## src/rtl/digit_seq_ctrl.sv

```systemverilog
// Sequenced digit source: steps an index through a six-entry digit table,
// manually or self-timed, with a handshaked table/length write port.
module digit_seq_ctrl (
    input  logic       clk,
    input  logic       reset,
    input  logic       step,
    input  logic       rev,
    input  logic       auto_en,
    input  logic [7:0] tick_div,
    input  logic       wr_en,
    input  logic [2:0] wr_addr,
    input  logic [3:0] wr_data,
    output logic       wr_ack,
    output logic [3:0] digit,
    output logic [2:0] idx,
    output logic       wrap
);

    typedef enum logic [1:0] {
        MAN   = 2'd0,
        AUTO  = 2'd1,
        WRITE = 2'd2
    } state_t;

    state_t     state_q, state_d;
    logic [2:0] idx_q, idx_d;
    logic [2:0] len_q, len_d;
    logic [3:0] tbl_q [0:5];
    logic [3:0] tbl_d [0:5];
    logic [7:0] presc_q, presc_d, presc_next_s;
    logic       pend_q, pend_d;
    logic       pend_rev_q, pend_rev_d;
    logic       step_prev_q;
    logic       wr_lock_q, wr_lock_d;
    logic [2:0] waddr_q, waddr_d;
    logic [3:0] wdata_q, wdata_d;
    logic       wr_ack_q, wr_ack_d;
    logic       wrap_q, wrap_d;
    logic       step_rise_s, accept_s, step_dir_s;
    logic [2:0] new_len_s;
    logic [3:0] nxt_s;

    // Stored length is always within 1..6.
    function automatic logic [2:0] clamp_len(input logic [2:0] v);
        case (v)
            3'd0:    clamp_len = 3'd1;
            3'd7:    clamp_len = 3'd6;
            default: clamp_len = v;
        endcase
    endfunction

    // Returns {wrap, next index} for one step in the given direction.
    function automatic logic [3:0] next_pos(input logic [2:0] cur, input logic [2:0] len,
                                            input logic dir);
        if (dir) begin
            if (cur == 3'd0) next_pos = {1'b1, len - 3'd1};
            else             next_pos = {1'b0, cur - 3'd1};
        end else begin
            if (cur == len - 3'd1) next_pos = {1'b1, 3'd0};
            else                   next_pos = {1'b0, cur + 3'd1};
        end
    endfunction

    assign step_rise_s = step & ~step_prev_q;
    assign accept_s    = wr_en & ~wr_lock_q & (state_q != WRITE);
    // A manual step uses the direction captured when its edge was seen.
    assign step_dir_s  = (state_q == MAN) ? pend_rev_q : rev;
    assign nxt_s       = next_pos(idx_q, len_q, step_dir_s);
    assign new_len_s   = clamp_len(wdata_q[2:0]);

    // Next-state logic for the sequencer, prescaler and write handshake.
    always_comb begin
        state_d      = state_q;
        idx_d        = idx_q;
        len_d        = len_q;
        tbl_d        = tbl_q;
        presc_d      = 8'd0;
        presc_next_s = 8'd0;
        pend_d       = pend_q;
        pend_rev_d   = pend_rev_q;
        waddr_d      = waddr_q;
        wdata_d      = wdata_q;
        wr_lock_d    = wr_lock_q;
        wr_ack_d     = 1'b0;
        wrap_d       = 1'b0;

        case (state_q)
            MAN: begin
                if (pend_q) {wrap_d, idx_d} = nxt_s;
                else        {wrap_d, idx_d} = {1'b0, idx_q};
                pend_d = step_rise_s;
                if (step_rise_s) pend_rev_d = rev;
                else             pend_rev_d = pend_rev_q;
                if (accept_s)     state_d = WRITE;
                else if (auto_en) state_d = AUTO;
                else              state_d = MAN;
            end
            AUTO: begin
                pend_d = 1'b0;
                if (presc_q == tick_div) begin
                    {wrap_d, idx_d} = nxt_s;
                    presc_next_s    = 8'd0;
                end else begin
                    {wrap_d, idx_d} = {1'b0, idx_q};
                    presc_next_s    = presc_q + 8'd1;
                end
                if (accept_s)      state_d = WRITE;
                else if (!auto_en) state_d = MAN;
                else               state_d = AUTO;
                presc_d = (state_d == AUTO) ? presc_next_s : 8'd0;
            end
            WRITE: begin
                pend_d = pend_q | step_rise_s;
                if (step_rise_s) pend_rev_d = rev;
                else             pend_rev_d = pend_rev_q;
                if (waddr_q < 3'd6) begin
                    tbl_d[waddr_q] = wdata_q;
                end else if (waddr_q == 3'd6) begin
                    len_d = new_len_s;
                    // Shrinking below the current position snaps back silently.
                    if (idx_q >= new_len_s) idx_d = 3'd0;
                    else                    idx_d = idx_q;
                end else begin
                    len_d = len_q;
                end
                state_d = auto_en ? AUTO : MAN;
            end
            default: begin
                state_d = MAN;
                pend_d  = 1'b0;
            end
        endcase

        if (accept_s) begin
            wr_lock_d = 1'b1;
            waddr_d   = wr_addr;
            wdata_d   = wr_data;
            wr_ack_d  = 1'b1;
        end else if (!wr_en) begin
            wr_lock_d = 1'b0;
        end else begin
            wr_lock_d = wr_lock_q;
        end
    end

    // State registers with asynchronous active-low reset.
    always_ff @(posedge clk or negedge reset) begin
        if (!reset) begin
            state_q     <= MAN;
            idx_q       <= 3'd0;
            len_q       <= 3'd6;
            for (int i = 0; i < 6; i++) tbl_q[i] <= 4'(i);
            presc_q     <= 8'd0;
            pend_q      <= 1'b0;
            pend_rev_q  <= 1'b0;
            step_prev_q <= 1'b0;
            wr_lock_q   <= 1'b0;
            waddr_q     <= 3'd0;
            wdata_q     <= 4'd0;
            wr_ack_q    <= 1'b0;
            wrap_q      <= 1'b0;
        end else begin
            state_q     <= state_d;
            idx_q       <= idx_d;
            len_q       <= len_d;
            tbl_q       <= tbl_d;
            presc_q     <= presc_d;
            pend_q      <= pend_d;
            pend_rev_q  <= pend_rev_d;
            step_prev_q <= step;
            wr_lock_q   <= wr_lock_d;
            waddr_q     <= waddr_d;
            wdata_q     <= wdata_d;
            wr_ack_q    <= wr_ack_d;
            wrap_q      <= wrap_d;
        end
    end

    assign wr_ack = wr_ack_q;
    assign wrap   = wrap_q;
    assign idx    = idx_q;
    assign digit  = (idx_q < 3'd6) ? tbl_q[idx_q] : 4'd0;

endmodule

```

## config.mk

```make
export PLATFORM = sky130hd
export DESIGN_NAME = digit_seq_ctrl
export DESIGN_NICKNAME = d
export VERILOG_FILES = /design/src/rtl/digit_seq_ctrl.sv
export SDC_FILE = /design/constraint.sdc
export NUM_CORES = 1
export LEC_CHECK = 0
export CORE_AREA = 3 3 83 69
export CTS_CLUSTER_DIAMETER = 200
export CTS_CLUSTER_SIZE = 28
export DETAILED_ROUTE_END_ITERATION = 6
export DIE_AREA = 0 0 86 72
export GPL_TIMING_DRIVEN = 0
export PLACE_DENSITY = 0.77
export SLEW_MARGIN = 40
export SYNTH_ARGS = -nofsm -noshare
export SYNTH_HDL_FRONTEND = slang
export SYNTH_SLANG_ARGS = --single-unit
export TNS_END_PERCENT = 50
```

## constraint.sdc

```tcl
create_clock -name clk -period 2.7 [get_ports clk]
set_clock_uncertainty 0.15 [all_clocks]
set_input_delay 0.27 -clock clk [delete_from_list [all_inputs] [get_ports clk]]
set_output_delay 0.27 -clock clk [all_outputs]
set_load 0.02 [all_outputs]
```

==> run metrics, run 1 <==
status=finished, final reports clean; CTS Sinks=53; synthesis-to-layout area growth=19.1%; Top Usage Layer GRT=met2; met2 GRT Util=27.2%; async set-reset flop share out of synthesis=100%; vias after detailed routing=1859; unrepaired setup endpoints after global routing=false; final hold violation count=0; CP bufs+invs=2; clock power share=18.2%; slowest CP cell=mux4_2; Fillers=405; Crit path arrival time=2.14 ns; Tot Pwr=3.05 mW; syn nets=268; clock root cell=clkbuf_8; GR Util met3=3.86%; critical path class=reg2out; Core ar.=0.00498 mm^2; sequential area share after synthesis=49.4%; die area=0.00619 mm^2; layout cell share with drive strength beyond 1=20.1%; GRT overflow=0; r2r setup slk=0.18 ns; Yosys warnings=0; post-synthesis register bit count=53; Die X=86 um; Pint=2.03 mW; row count=23; largest net degree at the start of global routing=45; Post-Synth XOR/XNOR Area=6.38%; required time of the critical path=2.28 ns; DP Wirelength=3.77 mm; Starting Density=54.4%; Synth Instances=239; later-pin clock latency in the skew report=0.30 ns; element type at the critical path end=output pin; Worst slew margin=49.9%; clk buf depth=2; Critical R2R Launch=wdata_q[2]; GRT met1 Usage=26.6%; number of global-route vias before repair=1824; Routed wire per std cell=15.0 um; ant diodes=0; worst path cell trace=buf_6 > mux4_2 > nand2_1 > o21ai_0 > clkdlybuf4s50_1; max incr delay on CP=0.54 ns; LEAKAGE=1.39 nW; GRT Total Usage=18.4%; mux cell area share after synthesis=16.0%; maxcap violations=0; crit path capture=digit[0]; H-tree Lvls=2; largest family of logic cells by synthesized area=multiplexers; Final Max Slew Viols=0; cell taking the most area after synthesis=dfrtp_1; top cell type's share of synthesized area=40.7%; Critical Path Start=idx[0]; power per standard cell area=945 mW/mm^2; Post-DP Area=0.00309 mm^2; final WL=5.11 mm; initial antenna violation count=0; RePlAce Congestion=0.791; area share of and/or/nand/nor cells after synthesis=14.1%; achievable frequency=390 MHz; Inserted Clock Buffers=5; worst r2r path cells=8; port bufs=29; post-synthesis adder-cell area fraction=4.07%; VDD IR max=759 uV; Worst Path Max Fanout=10; final setup violation count=0; Post-synth top flop=dfrtp_1; compound-gate portion of the synthesized area=7.53%; EDFF count, synth=0; Final ANT Viol Nets=0; final cycle utilization of the critical path=95.0%; CP delay by family, top=buffers and inverters; first-pass GRT wire length=8.78 mm; HP Class=in2async; Netlist Area Pre-Place=0.00271 mm^2; final net count=306; DRT iter0 DRCs=100; Synth area leaders=dfrtp_1, mux2_2, dfstp_2, nand2_1, xor2_1; crit start category=register; Vias per Instance=5.47; TritonCTS clock tree=built; Sw Pwr=1.02 mW; RR Endpoint=idx[1]; actual slew at the worst max-slew pin=0.749 ns; DRC Markers=0; Die Height=72 um; clk slew on worst S/H paths=0.09 ns; Avg Synthesized Cell Area=11.3 um^2; Design Area, Final=0.00322 mm^2; Worst path depth=5; IO Pins=30; sw frac=33.3%; drt first pass iters=4; Flop pwr share=40.6%; Comb power frac=41.1%; min cycle time layout=2.56 ns; Yosys cell types=42
-- cell type report --
type	count	area (um^2)	share of cell area (%)
clock buffers	7	86.3	2.68
well taps	62	77.6	2.41
plain buffers	6	41.3	1.28
multi-input cells	172	1300	40.4
clock inverters	1	30.0	0.931
repair buffers	31	318	9.86
flip-flops and latches	53	1340	41.5
inverters	8	30.0	0.931
-- cells in the final DEF, fill, tap and decap left out, drive strengths merged, types with 2 or more instances in the layout --
| cell type | count |
|---|---|
| mux2i | 7 |
| nor2 | 17 |
| nor3b | 3 |
| a21oi | 5 |
| ha | 8 |
| nand3 | 5 |
| nor4 | 2 |
| clkdlybuf4s50 | 28 |
| xnor2 | 5 |
| nand2 | 29 |
| buf | 6 |
| inv | 8 |
| dfrtp | 44 |
| nor3 | 4 |
| o21ai | 18 |
| o41ai | 2 |
| nand3b | 4 |
| mux2 | 24 |
| clkbuf | 9 |
| and3 | 2 |
| nand2b | 6 |
| nor2b | 2 |
| dfstp | 9 |
| mux4 | 4 |
| xor2 | 12 |
-- per-stage QoR --
step	setup TNS, ns	setup WS [ns]	util (%)	hold WS [ns]	std cells
floorplan	0	0.470	-	-0.176	239
global route	0	0.0390	64.8	0.163	340
CTS	0	0.0674	64.7	0.170	340
detailed placement	0	0.239	62.1	-0.0375	331
global placement	-16.05	-0.368	61.8	0.309	330
finish	0	0.136	64.8	0.174	340
-- state kept, by name, summed over array words and instances (netlist names), 2 cells and up --
name / flops
tbl_q: 24
presc_q: 8
wdata_q: 4
idx: 3
len_q: 3
waddr_q: 3
state_q: 2
-- cells in the mapped netlist (2+ instances only) --
cell / number
o21ai_0: 18
xor2_1: 12
xnor2_1: 5
nand3_1: 5
dfstp_2: 9
nor3_1: 3
nor3b_1: 3
and3_1: 2
nand2b_1: 6
inv_1: 7
nand2_1: 29
nor4_1: 2
nand3b_1: 4
mux2i_1: 7
clkbuf_1: 2
a21oi_1: 5
buf_2: 2
nor2b_1: 2
mux4_2: 4
mux2_2: 23
nor2_1: 17
dfrtp_1: 44
o41ai_1: 2
ha_1: 8
-- power by group through the flow --
| stage | combinational, mW | clock [mW] | sequential, mW |
|---|---|---|---|
| after global routing | 1.39 | 0.613 | 1.27 |
| after global placement | 1.22 | 0 | 1.24 |
| after floorplan | 0.874 | 0 | 1.22 |
| after CTS | 1.26 | 0.573 | 1.23 |
| after detailed placement | 1.25 | 0 | 1.25 |
| final | 1.25 | 0.556 | 1.24 |
-- routing by layer --
layer | share of wire [%] | vias to the layer above
met4 | 1.6 | 0
met3 | 4.1 | 9
met1 | 51 | 908
li1 | - | 911
met5 | 0 | -
met2 | 43 | 31
-- cell families (layout without fill, tap and decap cells) --
logic type	after synthesis	after routing
AOI/OAI and AO/OA	32	32
xor gates and xnor gates	18	18
adders and majority gates	9	9
buffers and inverters	14	53
DFF	53	53
muxes	35	35
and+or+nand+nor	78	78
-- timing repair --
item                                    in CTS  in global routing
endpoints found under the setup margin       2                  1
hold buffers                                 1                  0
endpoints found under the hold margin       48                  0
setup buffers                                0                  0
gates resized for setup                      1                  1
-- worst min path at each step --
stage                 to  slack (ns)  cells past startpoint
3_5_place_dp   tbl_q[10]       -0.04                      1
5_1_grt        tbl_q[10]        0.16                      2
6_report       tbl_q[10]        0.17                      2
2_1_floorplan     idx[0]       -0.18                      0
4_1_cts        tbl_q[10]        0.17                      2
3_3_place_gp   tbl_q[21]        0.31                      2
(Power assumes the default switching activity.)
==> run 2: changes to the inputs <==
Settings changed: CTS_CLUSTER_DIAMETER 200 to default, PLACE_DENSITY 0.77 to default, PLACE_DENSITY_LB_ADDON from default to 0.05.
==> run metrics, run 2 (synthesized netlist as in run 1, its figures left out) <==
Critical R2R Launch=wdata_q[2] (unchanged); actual slew at the worst max-slew pin=0.793 ns (was 0.749 ns); Tot Pwr=2.95 mW (was 3.05 mW); status=finished, final reports clean (unchanged); row count=23 (unchanged); vias after detailed routing=1827 (was 1859); LEAKAGE=1.39 nW (about the same); die area=0.00619 mm^2 (unchanged); uppermost routed layer=met4 (unchanged); clk buf depth=2 (unchanged); later-pin clock latency in the skew report=0.30 ns (about the same); power per standard cell area=921 mW/mm^2 (was 945 mW/mm^2); layout cell share with drive strength beyond 1=20.5% (was 20.1%); clock root cell=clkbuf_8 (unchanged); final cycle utilization of the critical path=94.5% (was 95.0%); number of global-route vias before repair=1812 (was 1824); largest net degree at the start of global routing=33 (was 45); Die Height=72 um (unchanged); H-tree Lvls=2 (unchanged); CTS Sinks=53 (unchanged); Worst slew margin=47.0% (was 49.9%); leading cell types in the layout, fill and taps excluded=dfrtp_1, nand2_1, clkdlybuf4s50_1 (unchanged); required time of the critical path=2.28 ns (about the same); Vias per Instance=5.37 (was 5.47); max reg flops=24 (unchanged); element type at the critical path end=output pin (unchanged); Inserted Clock Buffers=5 (unchanged); most flop-heavy register=tbl_q (unchanged); WL met3=216 um (was 210 um); Metal-1 WL=2.68 mm (was 2.61 mm); WHS=0.241 ns (was 0.174 ns); VDD IR max=580 uV (was 759 uV); Final ANT Viol Nets=0 (unchanged); WL met2=2.25 mm (was 2.21 mm); ant diodes=0 (unchanged); Pint=1.94 mW (was 2.03 mW); drt first pass iters=5 (was 4); Non-Filler Instances=340 (unchanged); DRC Markers=0 (unchanged); Placed Cells=331 (unchanged); GRT Total Usage=18.4% (about the same); GRT overflow=0 (unchanged); Comb power frac=42.4% (was 41.1%); post-CTS setup buffers=0 (unchanged); r2r setup slk=0.18 ns (about the same); synthesis-to-layout area growth=18.3% (was 19.1%); min cycle time layout=2.55 ns (was 2.56 ns); crit start category=register (unchanged); achievable frequency=392 MHz (was 390 MHz); Flop pwr share=42.0% (was 40.6%); top flop regs=tbl_q: 24 flops, presc_q: 8 flops, wdata_q: 4 flops (unchanged); final net count=306 (unchanged); leading cell type in the layout, fill and taps excluded=dfrtp_1 (unchanged); HP Class=in2async (unchanged); sw frac=34.4% (was 33.3%); Sw Pwr=1.02 mW (about the same); Die X=86 um (unchanged); Worst Path Max Fanout=10 (unchanged); IO Pins=30 (unchanged); clk slew on worst S/H paths=0.10 ns (was 0.09 ns); first-pass GRT wire length=8.93 mm (was 8.78 mm); Routed wire per std cell=15.2 um (was 15.0 um); Critical Path Start=idx[0] (unchanged); final setup violation count=0 (unchanged); Final Max Slew Viols=0 (unchanged); DRT iter0 DRCs=75 (was 100); unrepaired setup endpoints after global routing=false (unchanged); maxcap violations=0 (unchanged); DP Wirelength=3.90 mm (was 3.77 mm); final WL=5.17 mm (was 5.11 mm); TritonCTS clock tree=built (unchanged); Core ar.=0.00498 mm^2 (unchanged); port bufs=29 (unchanged); Crit path arrival time=2.13 ns (was 2.14 ns); clock power share=15.7% (was 18.2%); Setup Total Neg Slack=0 ns (unchanged); initial antenna violation count=0 (unchanged); Starting Density=54.4% (unchanged); RePlAce Congestion=0.817 (was 0.791); final hold violation count=0 (unchanged); critical path class=reg2out (unchanged)
run 2: per-layer routing:
metal	track usage, %	up-vias
li1	-	914
met2	26.2	32
met5	0	-
met3	4.99	2
met1	27.9	879
met4	4.57	0
run 2: final timing paths:
check,end,cells past startpoint
setup / recovery,digit[0],5
hold / removal,tbl_q[19],2
setup reg to reg,idx[1],8
hold reg to reg,tbl_q[13],2
max in group asynchronous,tbl_q[2],3
min in group clk,step_prev_q,1
run 2: area by class of cell:
class | count | area, um^2
plain buffers | 6 | 41.3
clock buffers | 6 | 82.6
clock inverters | 2 | 13.8
fillers | 398 | 1770
inverters | 8 | 30.0
multi-input cells | 172 | 1300
flip-flops and latches | 53 | 1340
well taps | 62 | 77.6
repair buffers | 31 | 318
run 2: stage by stage:
stage          util (%)  worst slack [ns]  instance area (um^2)
4_1_cts            64.3            0.0100                  3200
2_1_floorplan         -             0.470                  2710
6_report           64.4             0.149                  3200
3_3_place_gp       61.8            -0.429                  3080
3_5_place_dp       62.1             0.143                  3090
5_1_grt            64.4            0.0321                  3200
run 2: what timing repair did:
item	in CTS	in global routing
resized for setup	0	4
hold endpoints to repair	21	0
endpoints found under the setup margin	0	5
hold buffers	1	0
run 2: power groups by stage:
stage | clock network [mW] | logic, mW | registers (mW)
finish | 0.463 | 1.25 | 1.24
global route | 0.517 | 1.38 | 1.28
CTS | 0.484 | 1.26 | 1.24
detailed placement | 0 | 1.25 | 1.25
global placement | 0 | 1.23 | 1.24
floorplan | 0 | 0.874 | 1.22
run 2: worst max-delay path: stages (launching register included):
cell and delay (ns):
dfrtp_1 0.40, buf_6 0.19, mux4_2 0.54, nand2_1 0.09, o21ai_0 0.07, clkdlybuf4s50_1 0.54
